**config.mk**
```make
export PLATFORM = sky130hd
export DESIGN_NAME = shift_add_multiplier
export DESIGN_NICKNAME = d
export VERILOG_FILES = /design/src/rtl/shift_add_multiplier.sv
export SDC_FILE = /design/constraint.sdc
export NUM_CORES = 1
export LEC_CHECK = 0
export CORE_UTILIZATION = 44
export CTS_CLUSTER_SIZE = 8
export DETAILED_ROUTE_END_ITERATION = 10
export PLACE_DENSITY = 0.78
export SLEW_MARGIN = 0
export SYNTH_ARGS = -nofsm -noshare
export SYNTH_HDL_FRONTEND = slang
export SYNTH_SLANG_ARGS = --single-unit
```
**constraint.sdc**
```tcl
create_clock -name clk -period 1.6 [get_ports clk]
set_clock_uncertainty 0.15 [all_clocks]
set_input_delay 0.32 -clock clk [delete_from_list [all_inputs] [get_ports clk]]
set_output_delay 0.32 -clock clk [all_outputs]
set_load 0.05 [all_outputs]
```
**src/rtl/shift_add_multiplier.sv**
```systemverilog
// Sequential unsigned WIDTH x WIDTH shift-and-add multiplier controller.
// The ripple-carry adder sits outside this block and is reached through add_*.
//
// Ports:
//   clk, rst        rising-edge clock, synchronous active-high reset
//   start           request, sampled only while idle
//   multiplicand    operand M, captured on an accepted start
//   multiplier      operand Q, captured on an accepted start
//   busy            high whenever the controller is not idle
//   done            one-cycle pulse, product becomes visible the next cycle
//   product         2*WIDTH result, held until the next completed operation
//   add_a/add_b     adder operands: accumulator A, and M gated by Q[0]
//   add_cin         adder carry-in, tied low
//   add_sum/add_cout combinational adder result, same cycle
//
// Optional build macro ZERO_BYPASS_EN: a start with either operand zero
// skips the iteration loop and finishes after a single cycle with product 0.

module shift_add_multiplier #(
    parameter int WIDTH = 8,
    parameter int CNT_W = 4
) (
    input  logic               clk,
    input  logic               rst,
    input  logic               start,
    input  logic [WIDTH-1:0]   multiplicand,
    input  logic [WIDTH-1:0]   multiplier,
    output logic               busy,
    output logic               done,
    output logic [2*WIDTH-1:0] product,
    output logic [WIDTH-1:0]   add_a,
    output logic [WIDTH-1:0]   add_b,
    output logic               add_cin,
    input  logic [WIDTH-1:0]   add_sum,
    input  logic               add_cout
);

    localparam logic [1:0] S_IDLE = 2'd0;
    localparam logic [1:0] S_RUN  = 2'd1;
    localparam logic [1:0] S_DONE = 2'd2;

    localparam logic [CNT_W-1:0] LAST = CNT_W'(WIDTH - 1);

    logic [1:0]       state;
    logic [WIDTH-1:0] acc;
    logic [WIDTH-1:0] mq;
    logic [WIDTH-1:0] mcand;
    logic [CNT_W-1:0] cnt;

    assign busy    = (state != S_IDLE);
    assign done    = (state == S_DONE);
    assign add_a   = acc;
    assign add_b   = (state == S_RUN && mq[0]) ? mcand : '0;
    assign add_cin = 1'b0;

    always_ff @(posedge clk) begin
        if (rst) begin
            state   <= S_IDLE;
            acc     <= '0;
            mq      <= '0;
            mcand   <= '0;
            cnt     <= '0;
            product <= '0;
        end else begin
            case (state)
                S_IDLE: begin
                    if (start) begin
                        acc   <= '0;
                        cnt   <= '0;
                        mcand <= multiplicand;
`ifdef ZERO_BYPASS_EN
                        if (multiplicand == '0 || multiplier == '0) begin
                            // Product is known to be zero; clear Q so the
                            // DONE-state capture of {A,Q} yields 0.
                            mq    <= '0;
                            state <= S_DONE;
                        end else begin
                            mq    <= multiplier;
                            state <= S_RUN;
                        end
`else
                        mq    <= multiplier;
                        state <= S_RUN;
`endif
                    end
                end
                S_RUN: begin
                    // {cout, sum, Q} shifted right by one; the carry lands
                    // in the top bit of A so no partial product is lost.
                    acc <= {add_cout, add_sum[WIDTH-1:1]};
                    mq  <= {add_sum[0], mq[WIDTH-1:1]};
                    cnt <= cnt + 1'b1;
                    if (cnt == LAST) begin
                        state <= S_DONE;
                    end
                end
                S_DONE: begin
                    product <= {acc, mq};
                    state   <= S_IDLE;
                end
                default: begin
                    state <= S_IDLE;
                end
            endcase
        end
    end

endmodule

```
==> reports/qor.yml <==
run_status:
  status: "finished with violations"
  violations: "negative setup slack"
grt:
  antenna_found_initial: 0
  grt_max_degree: 37
  first_global_vias: 1659
  globalRoute.totalOverflow: 0
  grtUsageTotal_pct: 24.2
  grt_pass1_wl_um: 7910
power_and_ir_drop:
  clockPowerShare_pct: 30.6
  irDropWorstVdd_uv: 687
  combPwrFrac_pct: 18.1
  seqPwrFrac_pct: 51.3
  p_total_mw: 2.42
  sw_frac_of_total_pct: 26.7
  power_switching_mw: 0.647
  power.leakage_nw: 1.19
  p_per_area_nw_per_um2: 780
  p_int_mw: 1.77
drt:
  dr_total_vias: 1771
  wl_per_cell_um: 16.3
  antenna_left: 0
  wl_um: 5360
  drcViolationCount: 0
  drt_first_iter_violations: 84
  firstDrtPassIters: 4
  avgViaCountPerCell: 5.38
yosys:
  synth_area_per_cell_um2: 8.72
  synth.top_cells.by_count: "nand2_1, dfxtp_1, a21oi_1"
  syn-instance-count: 207
  yosysWarningCount: 0
  synth-edff-count: 0
  syn_area_um2: 1810
  synth_top_area_share_pct: 51.0
  synth_most_common_cell: "nand2_1"
  yosys.cell_types.count: 31
  yosysTopAreaCell: "dfxtp_1"
  synth-seq-area-share_pct: 51.0
  synthFlopType: "dfxtp_1"
  async_flop_share_pct: 0
  synthesis.nets: 236
  ys_ff_latch: 46
  synthTopCellsByArea: "dfxtp_1, nand2_1, a21oi_1"
timing:
  fin_crit_ns: 1.75
  drv_slew: 0
  finalCritPeriodShare_pct: 109
  holdWs_ns: 0.308
  setup_viol: 10
  rsz0062_at_grt: "yes"
  fin_tns_setup_ns: -1.33
  fmax_mhz: 573
  hold_viol_final: 0
  layout_setup_ws_ns: -0.146
clocking:
  path_clk_slew_ns: 0.08
  htreeDepth: 2
  clock_sinks: 46
  clkLatencyLatePin_ns: 0.30
  cts_tree: "yes"
  cts_buffer_depth: 2
  clock-root-buffer: "clkbuf_8"
  cts_buffers: 5
critical_path:
  startpoint_type: "register"
  crit_buf_inv: 2
  cp_max_fo: 5
  end_kind: "output pin"
  crit_family: "simple AND/OR/NAND/NOR gates"
  worst_path_largest_cell_delay_ns: 0.34
  arrival_ns: 1.28
  worstPathRequired_ns: 1.13
  critical_path_class: "register to output pin"
  path_cells: "nor2b_4, buf_6, and3_4, buf_12"
  slowest_stage: "dfxtp_2"
die:
  core_area_um2: 3800
  start_util_pct: 47.5
  die_area_um2: 4360
  die-height_um: 66.1
  pin_count: 63
  die_x_um: 66.1
  num_rows: 22
finish:
  fillers: 231
  postLayoutCellArea_um2: 3100
  finalNetCount: 309
  diodes: 0
  drive_above_1_share_pct: 31.0
  synthToLayoutAreaGrowth_pct: 71.7
flow_run:
  maxCapViolCount: 0
place:
  gp_congestion: 0.801
  portBuffers: 61
  placed_cell_area_um2: 2890
  dp_slack_ns: -0.244
  hpwl_um: 3320
min_path:
  hold_class: "register to register"
## per-layer routing
layer	vias up	part of all wire (%)	track usage (%)
li1	847	-	-
met1	831	40	29.1
met2	74	51	40.3
met3	19	5.7	4.83
met4	0	3.3	12.5
met5	-	0	0
## sequential cells by signal (all words and copies together) (netlist names)
signal,count
add_a,8
cnt,4
state,2
mq,8
mcand,8
product,16
## cells in the final DEF, fill, tap and decap left out, types with 3 or more instances in the layout
master	netlist	final
nand2_1	48	48
dfxtp_1	46	43
buf_12	0	36
clkdlybuf4s50_1	0	27
a21oi_1	26	25
nor2_1	17	16
buf_4	7	10
nor3_1	9	9
a22o_1	9	9
and3_4	0	8
nor4_1	6	6
clkbuf_8	0	6
buf_6	2	5
nor2_4	2	3
dfxtp_2	0	3
## path summary, 6_finish.rpt
kind                                 to  depth (start not counted)  slack (ns)                   from
setup reg to reg     mq[2]$_SDFFE_PP0P_                          6        0.03  state[0]$_SDFFE_PP0P_
setup / recovery               add_b[6]                          4       -0.15  state[0]$_SDFFE_PP0P_
hold / removal    mcand[4]$_SDFFE_PP0P_                          2        0.31  mcand[4]$_SDFFE_PP0P_
hold reg to reg   mcand[4]$_SDFFE_PP0P_                          2        0.31  mcand[4]$_SDFFE_PP0P_
## layout make-up
| type | instances | area [um^2] | area share, % |
|---|---|---|---|
| timing repair buffer | 80 | 1160 | 37.5 |
| multi-input combinational | 145 | 851 | 27.5 |
| tap | 48 | 60.1 | 1.94 |
| clock inverter | 1 | 5.00 | 0.161 |
| clock buffer | 7 | 86.3 | 2.79 |
| sequential | 46 | 925 | 29.8 |
| inverter | 2 | 10.0 | 0.323 |
## timing repair
item	in CTS	in global routing
gates cloned	1	1
setup buffers	2	1
setup endpoints to repair	9	12
pin swaps	2	1
hold endpoints to repair	0	0
hold buffers	0	0
resized for setup	9	10
## cells by family after synthesis
| group | count (synthesis) | synth area share [%] |
|---|---|---|
| buf+inv | 16 | 5.82 |
| fa+ha+maj | 1 | 0.693 |
| xor+xnor | 1 | 0.485 |
| other cells | 1 | 0.208 |
| flops | 46 | 51.0 |
| mux | 1 | 0.624 |
| simple gates | 104 | 28.6 |
| compound gates | 37 | 12.6 |
## power by group through the flow
stage | sequential [mW] | combinational (mW) | clock, mW
2_1_floorplan | 1.28 | 0.172 | 0
3_3_place_gp | 1.26 | 0.375 | 0
3_5_place_dp | 1.26 | 0.385 | 0
4_1_cts | 1.24 | 0.403 | 0.739
5_1_grt | 1.25 | 0.463 | 0.785
6_report | 1.24 | 0.437 | 0.741
## worst min-delay path, cell delays in order (launching register included)
cell and delay, ns:
dfxtp_1 0.32, nand2_1 0.05, a21oi_1 0.05
## through the flow
stage               util, %  instances
floorplan                 -        207
global placement       76.2        316
detailed placement     76.2        316
CTS                    79.8        327
global route           81.6        329
finish                 81.6        329
Power figures use the tool's default switching activity.
